$ cat config.mk
export PLATFORM = sky130hd
export DESIGN_NAME = axi_master_lite_flat
export DESIGN_NICKNAME = d
export VERILOG_FILES = /design/src/rtl/axi_master_lite_if.sv /design/src/rtl/axi_master_lite.sv /design/src/flat_wrapper.sv
export SDC_FILE = /design/constraint.sdc
export NUM_CORES = 1
export LEC_CHECK = 0
export ABC_AREA = 1
export BUFFER_PORTS_ARGS = -buffer_cell sky130_fd_sc_hd__buf_2
export CORE_MARGIN = 3
export CORE_UTILIZATION = 48
export DETAILED_ROUTE_END_ITERATION = 10
export GPL_TIMING_DRIVEN = 0
export PLACE_DENSITY = 0.8
export SLEW_MARGIN = 25
export SYNTH_ARGS = -nofsm -noshare
export SYNTH_HDL_FRONTEND = slang
export SYNTH_SLANG_ARGS = --single-unit
$ cat constraint.sdc
create_clock -name aclk -period 1.9 [get_ports aclk]
set_clock_uncertainty 0.15 [all_clocks]
set_input_delay 0.38 -clock aclk [delete_from_list [all_inputs] [get_ports aclk]]
set_output_delay 0.38 -clock aclk [all_outputs]
set_load 0.005 [all_outputs]
$ cat src/rtl/axi_master_lite_if.sv
// AXI4-Lite bus bundle between axi_master_lite and its slave.
// The master modport is the view taken by the master; the slave modport is the mirror image.
interface axi_master_lite_if #(
   parameter int ADDR_WIDTH = 32,
   parameter int DATA_WIDTH = 32,
   parameter int STRB_WIDTH = DATA_WIDTH / 8
);
   logic                  awvalid;
   logic                  awready;
   logic [ADDR_WIDTH-1:0] awaddr;
   logic                  wvalid;
   logic                  wready;
   logic [DATA_WIDTH-1:0] wdata;
   logic [STRB_WIDTH-1:0] wstrb;
   logic                  bvalid;
   logic                  bready;
   logic [1:0]            bresp;
   logic                  arvalid;
   logic                  arready;
   logic [ADDR_WIDTH-1:0] araddr;
   logic                  rvalid;
   logic                  rready;
   logic [DATA_WIDTH-1:0] rdata;
   logic [1:0]            rresp;

   modport master (
      output awvalid, awaddr, wvalid, wdata, wstrb, bready, arvalid, araddr, rready,
      input  awready, wready, bvalid, bresp, arready, rvalid, rdata, rresp
   );

   modport slave (
      input  awvalid, awaddr, wvalid, wdata, wstrb, bready, arvalid, araddr, rready,
      output awready, wready, bvalid, bresp, arready, rvalid, rdata, rresp
   );
endinterface

$ cat src/rtl/axi_master_lite.sv
// AXI4-Lite single-outstanding master: one command in, one AXI transaction out, one response back.
// Define AXI_MST_TIMEOUT_EN to build a watchdog that aborts a stalled transaction after TIMEOUT_CYCLES.
module axi_master_lite #(
   parameter int unsigned           ADDR_WIDTH     = 32,
   parameter int unsigned           DATA_WIDTH     = 32,
   parameter int unsigned           STRB_WIDTH     = DATA_WIDTH / 8,
   parameter logic [ADDR_WIDTH-1:0] BASE_ADDR      = ADDR_WIDTH'(32'hFFFF_0000),
   parameter int unsigned           TIMEOUT_CYCLES = 256
) (
   input  logic                  aclk,
   input  logic                  arst_n,
   input  logic                  cmd_valid,
   output logic                  cmd_ready,
   input  logic                  cmd_write,
   input  logic [ADDR_WIDTH-1:0] cmd_addr,
   input  logic [DATA_WIDTH-1:0] cmd_wdata,
   input  logic [STRB_WIDTH-1:0] cmd_wstrb,
   output logic                  rsp_valid,
   input  logic                  rsp_ready,
   output logic                  rsp_write,
   output logic [DATA_WIDTH-1:0] rsp_rdata,
   output logic [1:0]            rsp_resp,
   axi_master_lite_if.master     axi
);

   typedef enum logic [2:0] {
      IDLE,
      WR_REQ,
      WR_RESP,
      RD_REQ,
      RD_DATA,
      RSP
   } state_t;

   state_t                state;
   logic                  aw_valid_q;
   logic                  w_valid_q;
   logic                  b_ready_q;
   logic                  ar_valid_q;
   logic                  r_ready_q;
   logic                  aw_done;
   logic                  w_done;
   logic [ADDR_WIDTH-1:0] awaddr_q;
   logic [ADDR_WIDTH-1:0] araddr_q;
   logic [DATA_WIDTH-1:0] wdata_q;
   logic [STRB_WIDTH-1:0] wstrb_q;
   logic                  tmo_hit;

   if (TIMEOUT_CYCLES < 1) begin : g_bad_timeout
      $error("axi_master_lite: TIMEOUT_CYCLES must be at least 1");
   end

   // Every bus output comes straight from a flop, so nothing depends combinationally on a ready.
   assign axi.awvalid = aw_valid_q;
   assign axi.awaddr  = awaddr_q;
   assign axi.wvalid  = w_valid_q;
   assign axi.wdata   = wdata_q;
   assign axi.wstrb   = wstrb_q;
   assign axi.bready  = b_ready_q;
   assign axi.arvalid = ar_valid_q;
   assign axi.araddr  = araddr_q;
   assign axi.rready  = r_ready_q;

`ifdef AXI_MST_TIMEOUT_EN
   localparam int unsigned TMO_W = $clog2(TIMEOUT_CYCLES + 1);

   state_t           state_d;
   logic             busy;
   logic [TMO_W-1:0] tmo_cnt;
   logic [TMO_W-1:0] tmo_elapsed;

   assign busy        = (state == WR_REQ) || (state == WR_RESP) ||
                        (state == RD_REQ) || (state == RD_DATA);
   // A state differing from last cycle's means this is its first cycle: count restarts at zero.
   assign tmo_elapsed = (state == state_d) ? tmo_cnt : '0;
   assign tmo_hit     = busy && (tmo_elapsed == TMO_W'(TIMEOUT_CYCLES - 1));

   always_ff @(posedge aclk or negedge arst_n) begin
      if (!arst_n) begin
         state_d <= IDLE;
         tmo_cnt <= '0;
      end else begin
         state_d <= state;
         tmo_cnt <= busy ? tmo_elapsed + 1'b1 : '0;
      end
   end
`else
   assign tmo_hit = 1'b0;
`endif

   // NOTE: non-blocking assignments only, so every branch below reads the pre-edge register values.
   always_ff @(posedge aclk or negedge arst_n) begin
      if (!arst_n) begin
         // NOTE: payload registers are reset as well, so the bus shows all zeros while in reset.
         state      <= IDLE;
         cmd_ready  <= 1'b0;
         aw_valid_q <= 1'b0;
         w_valid_q  <= 1'b0;
         b_ready_q  <= 1'b0;
         ar_valid_q <= 1'b0;
         r_ready_q  <= 1'b0;
         aw_done    <= 1'b0;
         w_done     <= 1'b0;
         awaddr_q   <= '0;
         araddr_q   <= '0;
         wdata_q    <= '0;
         wstrb_q    <= '0;
         rsp_valid  <= 1'b0;
         rsp_write  <= 1'b0;
         rsp_rdata  <= '0;
         rsp_resp   <= 2'b00;
      end else if (tmo_hit) begin
         // Recovery abort: drop everything and report a decode error to the command side.
         aw_valid_q <= 1'b0;
         w_valid_q  <= 1'b0;
         b_ready_q  <= 1'b0;
         ar_valid_q <= 1'b0;
         r_ready_q  <= 1'b0;
         rsp_resp   <= 2'b11;
         rsp_valid  <= 1'b1;
         state      <= RSP;
      end else begin
         case (state)
            IDLE: begin
               cmd_ready <= 1'b1;
               if (cmd_valid && cmd_ready) begin
                  cmd_ready <= 1'b0;
                  if (cmd_write) begin
                     awaddr_q   <= BASE_ADDR + cmd_addr;
                     wdata_q    <= cmd_wdata;
                     wstrb_q    <= cmd_wstrb;
                     aw_valid_q <= 1'b1;
                     w_valid_q  <= 1'b1;
                     aw_done    <= 1'b0;
                     w_done     <= 1'b0;
                     state      <= WR_REQ;
                  end else begin
                     araddr_q   <= BASE_ADDR + cmd_addr;
                     ar_valid_q <= 1'b1;
                     state      <= RD_REQ;
                  end
               end
            end
            WR_REQ: begin
               // Address and data channels retire independently; move on once both have.
               if (aw_valid_q && axi.awready) begin
                  aw_valid_q <= 1'b0;
                  aw_done    <= 1'b1;
               end
               if (w_valid_q && axi.wready) begin
                  w_valid_q <= 1'b0;
                  w_done    <= 1'b1;
               end
               if (aw_done && w_done) begin
                  b_ready_q <= 1'b1;
                  state     <= WR_RESP;
               end
            end
            WR_RESP: begin
               if (axi.bvalid && b_ready_q) begin
                  b_ready_q <= 1'b0;
                  rsp_resp  <= axi.bresp;
                  rsp_write <= 1'b1;
                  rsp_valid <= 1'b1;
                  state     <= RSP;
               end
            end
            RD_REQ: begin
               if (ar_valid_q && axi.arready) begin
                  ar_valid_q <= 1'b0;
                  r_ready_q  <= 1'b1;
                  state      <= RD_DATA;
               end
            end
            RD_DATA: begin
               if (axi.rvalid && r_ready_q) begin
                  r_ready_q <= 1'b0;
                  rsp_rdata <= axi.rdata;
                  rsp_resp  <= axi.rresp;
                  rsp_write <= 1'b0;
                  rsp_valid <= 1'b1;
                  state     <= RSP;
               end
            end
            RSP: begin
               if (rsp_ready) begin
                  rsp_valid <= 1'b0;
                  cmd_ready <= 1'b1;
                  state     <= IDLE;
               end
            end
            default: state <= IDLE;
         endcase
      end
   end

endmodule
$ cat src/flat_wrapper.sv
// flat-port wrapper written by rule: the top's interface ports become plain ports
module axi_master_lite_flat 
#(
   parameter int unsigned           ADDR_WIDTH     = 32,
   parameter int unsigned           DATA_WIDTH     = 32,
   parameter int unsigned           STRB_WIDTH     = DATA_WIDTH / 8,
   parameter logic [ADDR_WIDTH-1:0] BASE_ADDR      = ADDR_WIDTH'(32'hFFFF_0000),
   parameter int unsigned           TIMEOUT_CYCLES = 256
)
  (aclk, arst_n, cmd_valid, cmd_ready, cmd_write, cmd_addr, cmd_wdata, cmd_wstrb, rsp_valid, rsp_ready, rsp_write, rsp_rdata, rsp_resp, axi_awvalid, axi_awaddr, axi_wvalid, axi_wdata, axi_wstrb, axi_bready, axi_arvalid, axi_araddr, axi_rready, axi_awready, axi_wready, axi_bvalid, axi_bresp, axi_arready, axi_rvalid, axi_rdata, axi_rresp);
  axi_master_lite_if #(.ADDR_WIDTH(ADDR_WIDTH), .DATA_WIDTH(DATA_WIDTH), .STRB_WIDTH(STRB_WIDTH)) axi_i ();
  input  logic aclk;
  input  logic arst_n;
  input  logic cmd_valid;
  output logic cmd_ready;
  input  logic cmd_write;
  input  logic [ADDR_WIDTH-1:0] cmd_addr;
  input  logic [DATA_WIDTH-1:0] cmd_wdata;
  input  logic [STRB_WIDTH-1:0] cmd_wstrb;
  output logic rsp_valid;
  input  logic rsp_ready;
  output logic rsp_write;
  output logic [DATA_WIDTH-1:0] rsp_rdata;
  output logic [1:0] rsp_resp;
  output wire logic [$bits(axi_i.awvalid)-1:0] axi_awvalid;
  output wire logic [$bits(axi_i.awaddr)-1:0] axi_awaddr;
  output wire logic [$bits(axi_i.wvalid)-1:0] axi_wvalid;
  output wire logic [$bits(axi_i.wdata)-1:0] axi_wdata;
  output wire logic [$bits(axi_i.wstrb)-1:0] axi_wstrb;
  output wire logic [$bits(axi_i.bready)-1:0] axi_bready;
  output wire logic [$bits(axi_i.arvalid)-1:0] axi_arvalid;
  output wire logic [$bits(axi_i.araddr)-1:0] axi_araddr;
  output wire logic [$bits(axi_i.rready)-1:0] axi_rready;
  input wire logic [$bits(axi_i.awready)-1:0] axi_awready;
  input wire logic [$bits(axi_i.wready)-1:0] axi_wready;
  input wire logic [$bits(axi_i.bvalid)-1:0] axi_bvalid;
  input wire logic [$bits(axi_i.bresp)-1:0] axi_bresp;
  input wire logic [$bits(axi_i.arready)-1:0] axi_arready;
  input wire logic [$bits(axi_i.rvalid)-1:0] axi_rvalid;
  input wire logic [$bits(axi_i.rdata)-1:0] axi_rdata;
  input wire logic [$bits(axi_i.rresp)-1:0] axi_rresp;
  assign axi_awvalid = axi_i.awvalid;
  assign axi_awaddr = axi_i.awaddr;
  assign axi_wvalid = axi_i.wvalid;
  assign axi_wdata = axi_i.wdata;
  assign axi_wstrb = axi_i.wstrb;
  assign axi_bready = axi_i.bready;
  assign axi_arvalid = axi_i.arvalid;
  assign axi_araddr = axi_i.araddr;
  assign axi_rready = axi_i.rready;
  assign axi_i.awready = axi_awready;
  assign axi_i.wready = axi_wready;
  assign axi_i.bvalid = axi_bvalid;
  assign axi_i.bresp = axi_bresp;
  assign axi_i.arready = axi_arready;
  assign axi_i.rvalid = axi_rvalid;
  assign axi_i.rdata = axi_rdata;
  assign axi_i.rresp = axi_rresp;
  axi_master_lite #(.ADDR_WIDTH(ADDR_WIDTH), .DATA_WIDTH(DATA_WIDTH), .STRB_WIDTH(STRB_WIDTH), .BASE_ADDR(BASE_ADDR), .TIMEOUT_CYCLES(TIMEOUT_CYCLES)) u_core (.aclk(aclk), .arst_n(arst_n), .cmd_valid(cmd_valid), .cmd_ready(cmd_ready), .cmd_write(cmd_write), .cmd_addr(cmd_addr), .cmd_wdata(cmd_wdata), .cmd_wstrb(cmd_wstrb), .rsp_valid(rsp_valid), .rsp_ready(rsp_ready), .rsp_write(rsp_write), .rsp_rdata(rsp_rdata), .rsp_resp(rsp_resp), .axi(axi_i));
endmodule
==> results.tsv, run 1 <==
stage	metric	value	unit
logic_synthesis	synthesized area	6080	um^2
clock_network	root buffer cell	clkbuf_16	
critical_path	critical path depth	6	
critical_path	Startpoint Class	flip-flop	
routing	DRT Wirelength	17000	um
global_route	vias in the first global route	5695	
run_status	status	complete, no violations	
critical_path	FF-to-FF End	u_core.rsp_rdata[13]	
logic_synthesis	Async S/R FF share, synth	100	%
final_layout	Synth-to-Final Area Change	36.8	%
logic_synthesis	Syn Area/Cell	8.35	um^2
clock_network	clk slew on worst S/H paths	60	ps
pwr	Leak	4.95	nW
pwr	Int Power	8.40	mW
pwr	Psw	4.28	mW
logic_synthesis	number of flops mapped to enable cells by yosys	0	
final_layout	commonest non-fill, non-tap cells in the layout	nand2_1, buf_2, dfrtp_1, inv_1, nor2_1	
die	Chip Width	119	um
die	Cell Rows	40	
die	area of the die	14100	um^2
routing	drc violations	0	
clock_network	CTS tree	done	
global_route	pin count of the biggest net entering global routing	79	
critical_path	WP data required	2090	ps
final_layout	commonest non-fill, non-tap cell in the layout	nand2_1	
die	num ports	256	
global_route	first-pass GRT wire length	27600	um
final_layout	# diodes	0	
routing	DR vias/cell	4.76	
pwr	sequential share of power	41.7	%
critical_path	CP Data Arrival Time	2000	ps
pwr	Clk pwr share	25.9	%
critical_path	crit path cell chain	nor2_4, nand4_2, inv_1, buf_2, nand2_1, nand2_1	
die	initial core utilization	49.8	%
global_route	initial antenna violation count	0	
timing	Tcrit/Tclk final	95.0	%
clock_network	Num CTS Buffers	17	
routing	per-cell routed wire length	14.2	um
critical_path	worst-path fanout max	10	
timing	Least-Margin Pin Slew	524	ps
place	hpwl dp	12400	um
clock_network	Sink Count	147	
critical_path	R2R cell count	6	
pwr	Logic pwr share	32.4	%
timing	relative slew slack	65.1	%
routing	DRT antenna net count	0	
die	Die Span Y	119	um
critical_path	CP top delay family	simple AND/OR/NAND/NOR gates	
timing	WHS	15.0	ps
critical_path	flop2flop setup slack	100	ps
clock_network	clk_lat worst skew	410	ps
logic_synthesis	Ys Warns	0	
critical_path	crit path buf inv count	2	
final_layout	layout cells sized above 1	30.7	%
timing	FMAX	0.554	GHz
timing	Final Hold Vio Count	0	
job	Max Cap Violations	0	
logic_synthesis	register area share after synthesis	60.5	%
critical_path	type of the worst setup path	reg -> reg	
timing	Setup-failing EPs final	0	
logic_synthesis	Post-Synthesis Cells	728	
min_path	Hold/Removal Path Class	in -> reg	
timing	crit path time final	1800	ps
clock_network	Max H-tree Level	4	
critical_path	CP most frequent cell	nand2_1	
logic_synthesis	Synth Net Count	843	
logic_synthesis	area leader, netlist	dfrtp_1	
die	core area	12200	um^2
logic_synthesis	ys flop type	dfrtp_1	
routing	first-pass iteration count of the detailed router	4	
pwr	Pwr per Cell Area	1530	nW/um^2
pwr	Worst VDD drop	0.967	mV
critical_path	Setup crit start	u_core.state[1]	
global_route	gr usage total	24.4	%
global_route	GRT Residual Overflow	0	
critical_path	Worst path slowest cell	dfrtp_1	
critical_path	CP endpoint kind	flip-flop	
logic_synthesis	flop and latch count out of synthesis	147	
logic_synthesis	main area contributors after synthesis	dfrtp_1, nand2_1, o21ai_0, inv_1, nor2_1	
routing	via count	5690	
place	IO Port Bufs	255	
routing	initial detailed-routing violation count	376	
logic_synthesis	Yosys top cell area share	60.5	%
critical_path	Critical Path Sink	u_core.rsp_rdata[13]	
pwr	Net Sw Frac	33.8	%
critical_path	R2R Path Start	u_core.state[1]	
timing	RSZ-0062 raised after global routing	true	
final_layout	Nets	1130	
logic_synthesis	post-synthesis cell type count	25	
critical_path	max incr delay on CP	450	ps
clock_network	maximum clock path buffer count	2	
pwr	Pwr Total	12.7	mW
timing	fin. max-slew vios	0	
place	GPL Wtd Cong	0.893	
## power groups by stage
stage	combinational, mW	sequential [mW]	clock [mW]
2_1_floorplan	1.84	5.41	0
3_3_place_gp	4.00	5.24	0
3_5_place_dp	4.14	5.28	0
4_1_cts	4.22	5.26	3.32
5_1_grt	4.68	5.47	3.44
6_report	4.11	5.30	3.28
## area by class of cell
class	count	area [um^2]
timing repair buffer	270	1450
clock inverter	9	104
buffer	26	140
tap	168	210
multi-input combinational	517	2120
sequential	147	3680
inverter	36	138
fill	1058	3890
clock buffer	23	478
## logic make-up (layout without fill, tap and decap cells)
| family | count (synthesis) | after routing | synth area share (%) |
|---|---|---|---|
| AOI/OAI and AO/OA | 42 | 42 | 3.58 |
| adders and majority gates | 1 | 1 | 0.206 |
| and+or+nand+nor | 467 | 467 | 30.1 |
| buffers and inverters | 64 | 364 | 4.61 |
| DFF | 147 | 147 | 60.5 |
| xor gates and xnor gates | 7 | 7 | 1.01 |
## tightest hold or removal path, stage by stage
cell and delay (ps):
buf_2 80, nand2_1 40, nand2_1 50
## repair_timing
item                                    in CTS  in global routing
resized for setup                            2                  6
hold buffers                                11                  0
endpoints found under the hold margin       79                  0
setup buffers                                3                  0
endpoints found under the setup margin      59                 86
pin swaps                                    2                  2
## synthesized netlist by cell type (3+ instances only)
cell type / n
buf_6: 3
xor2_1: 5
inv_1: 34
nor2_1: 31
clkbuf_1: 11
nand3b_1: 3
dfrtp_1: 147
o21ai_1: 10
buf_2: 14
o21ai_0: 27
nand3_1: 23
nand2_1: 400
## flip-flops by register name (all words and copies together) (netlist names), 2 cells and up
signal	count
u_core.axi.awaddr	32
u_core.state	3
u_core.axi.araddr	32
u_core.axi.wstrb	4
u_core.rsp_resp	2
u_core.rsp_rdata	32
u_core.axi.wdata	32
## how the worst min path moves through the flow
stage,from,end,slack (ps),cells after the start
after floorplan,arst_n,u_core.aw_done,-70,0
after global placement,u_core.axi.wdata[25],u_core.axi.wdata[25],300,2
after detailed placement,arst_n,u_core.axi.araddr[3],220,1
after CTS,axi_rdata[5],u_core.rsp_rdata[5],0.04,3
after global routing,axi_rdata[5],u_core.rsp_rdata[5],0.9,3
final,axi_rdata[23],u_core.rsp_rdata[23],20,3
## metal layers
layer  track usage (%)  share of wire, %  up-vias
li1                  -                 -     2812
met2              40.6                49      211
met4              11.8               3.8        0
met1              29.5                41     2616
met3              6.56               6.3       51
met5                 0                 0        -
## per-stage QoR
| stage | utilization (%) | cell area, um^2 | TNS, ps | setup WS [ps] | instances |
|---|---|---|---|---|---|
| global placement | 62.0 | 7570 | -260070 | -1770 | 1151 |
| floorplan | - | 6080 | 0 | 254 | 728 |
| finish | 68.1 | 8320 | 0 | 95.6 | 1196 |
| detailed placement | 62.3 | 7610 | -2810 | -88.6 | 1152 |
| global route | 68.1 | 8320 | -46.3 | -27.1 | 1196 |
| CTS | 68.2 | 8320 | 0 | 18.6 | 1198 |
Note: power is estimated with default switching activity, not from simulation.
==> inputs of run 2 (changes only) <==
CAP_MARGIN = 20   (was default)
MAX_ROUTING_LAYER = met4   (was default)
PLACE_DENSITY = 0.82   (was 0.8)
==> run 2 against run 1 <==
Against the previous run: clock power rose by 3%; sequential cell count did not move; design area rose by 1.1%; largest power group unchanged; global-route usage rose by 1.5 points; sequential power barely moved; power rose by 1.7%; non-clock buffer count rose by 6; count of clock-buffer cells in the layout fell by 4; worst setup slack improved by 42 ps; worst hold slack barely moved; wire length rose by 2.7%; via count rose by 1.7%.
==> results.tsv, run 2 (synthesized netlist as in run 1, its figures left out) <==
stage	metric	value	unit
timing	fin. max-slew vios	0	
critical_path	max incr delay on CP	460	ps
final_layout	Nets	1136	
global_route	pin count of the biggest net entering global routing	79	
routing	initial detailed-routing violation count	337	
critical_path	CP Data Arrival Time	1900	ps
run_status	status	complete, no violations	
routing	DRT Wirelength	17400	um
timing	RSZ-0062 raised after global routing	false	
die	Die Span Y	119	um
final_layout	layout cells sized above 1	31.5	%
timing	relative slew slack	62.2	%
critical_path	FF-to-FF End	u_core.axi.araddr[6]	
die	Cell Rows	40	
place	hpwl dp	12500	um
pwr	Leak	4.98	nW
clock_network	clk_lat worst skew	410	ps
timing	FMAX	0.567	GHz
clock_network	maximum clock path buffer count	2	
job	Max Cap Violations	0	
pwr	Pwr per Cell Area	1530	nW/um^2
critical_path	Startpoint Class	flip-flop	
critical_path	type of the worst setup path	reg -> reg	
min_path	Hold/Removal Path Class	in -> reg	
critical_path	WP data required	2030	ps
timing	Final Hold Vio Count	0	
die	initial core utilization	49.8	%
die	area of the die	14100	um^2
final_layout	# diodes	0	
clock_network	clk slew on worst S/H paths	60	ps
min_path	end point of the worst hold path	u_core.axi.wstrb[1]	
global_route	gr usage total	25.9	%
routing	per-cell routed wire length	14.5	um
timing	crit path time final	1760	ps
critical_path	crit path buf inv count	2	
final_layout	# fillers	1018	
routing	drc violations	0	
clock_network	Num CTS Buffers	17	
critical_path	Setup crit start	u_core.state[1]	
pwr	Worst VDD drop	0.751	mV
place	GPL Wtd Cong	0.948	
final_layout	fin area	8410	um^2
critical_path	R2R cell count	7	
timing	Least-Margin Pin Slew	567	ps
critical_path	CP endpoint kind	flip-flop	
clock_network	root buffer cell	clkbuf_16	
die	core area	12200	um^2
final_layout	commonest non-fill, non-tap cells in the layout	nand2_1, buf_2, dfrtp_1, inv_1, nor2_1	
die	num ports	256	
timing	Tcrit/Tclk final	92.8	%
final_layout	final core utilization	68.9	%
clock_network	Max H-tree Level	4	
routing	DR vias/cell	4.82	
critical_path	Worst path slowest cell	dfrtp_2	
routing	first-pass iteration count of the detailed router	4	
routing	DRT antenna net count	0	
global_route	initial antenna violation count	0	
final_layout	Synth-to-Final Area Change	38.3	%
min_path	worst hold path startpoint	cmd_wstrb[1]	
critical_path	crit path cell chain	nor2_4, nand2_2, inv_2, nand2_1, clkbuf_2, nand2_1, o21ai_0	
timing	setup TNS	0	ps
critical_path	R2R Path Start	u_core.state[1]	
clock_network	CTS tree	done	
routing	via count	5788	
clock_network	Sink Count	147	
die	Chip Width	119	um
place	Placed Area	7610	um^2
min_path	Hold Path Cell Cnt	3	
timing	Setup-failing EPs final	0	
global_route	vias in the first global route	5831	
critical_path	CP top delay family	simple AND/OR/NAND/NOR gates	
critical_path	worst-path fanout max	10	
critical_path	flop2flop setup slack	140	ps
global_route	GRT Residual Overflow	0	
place	IO Port Bufs	255	
global_route	first-pass GRT wire length	28200	um
final_layout	commonest non-fill, non-tap cell in the layout	nand2_1	
critical_path	CP most frequent cell	nand2_1	
==> run 2: stage by stage <==
stage	hold slack, ps	instances	setup slack, ps	power [mW]
floorplan	-65.6	728	254	7.25
global placement	299	1151	-1750	9.24
detailed placement	239	1152	-116	9.44
CTS	0.190	1202	24.3	13.0
global route	2.62	1202	7.86	13.8
finish	15.2	1202	137	12.9
==> run 2: layout make-up <==
cell class | instances | area (um^2) | area share, %
Clock buffer | 19 | 443 | 5.27
Inverter | 36 | 138 | 1.64
Buffer | 26 | 149 | 1.77
Clock inverter | 13 | 159 | 1.89
Tap cell | 168 | 210 | 2.50
Sequential cell | 147 | 3680 | 43.8
Timing Repair Buffer | 276 | 1500 | 17.9
Multi-Input combinational cell | 517 | 2130 | 25.3
==> run 2: worst reg2reg max path, delay by kind of cell, from the launching register on <==
family	cells	cell delay, ps
DFF	1	460
AOI/OAI and AO/OA	1	100
and+or+nand+nor	4	580
buffers and inverters	2	350
==> run 2: repair_timing <==
| action | 4_1_cts | 5_1_grt |
|---|---|---|
| hold buffers | 15 | 0 |
| resized for setup | 3 | 17 |
| endpoints found under the setup margin | 69 | 109 |
| setup buffers | 4 | 1 |
| pin swaps | 2 | 3 |
| endpoints found under the hold margin | 91 | 0 |
==> run 2: power breakdown <==
group | leakage, nW | switching (mW) | internal (mW)
sequential | 1.87 | 0.780 | 4.53
combinational | 2.83 | 2.33 | 1.89
clock | 0.289 | 1.28 | 2.10
==> run 2: how the worst max path moves through the flow <==
stage,end,slack [ps],cells after the start
2_1_floorplan,u_core.axi.wdata[10],250,11
3_3_place_gp,u_core.axi.wdata[5],-1750,1
3_5_place_dp,u_core.axi.wstrb[2],-120,10
4_1_cts,u_core.axi.wdata[18],20,11
5_1_grt,u_core.axi.wdata[6],8,10
6_report,u_core.axi.araddr[6],140,7
==> run 2: layer usage <==
| layer | track usage [%] | wire, um | up-vias | part of all wire [%] |
|---|---|---|---|---|
| met5 | - | 0 | - | 0 |
| met4 | 10.9 | 529 | 0 | 3.0 |
| met3 | 6.99 | 1130 | 48 | 6.5 |
| met2 | 43.1 | 8660 | 221 | 50 |
| met1 | 29.7 | 7110 | 2694 | 41 |
| li1 | - | - | 2825 | - |
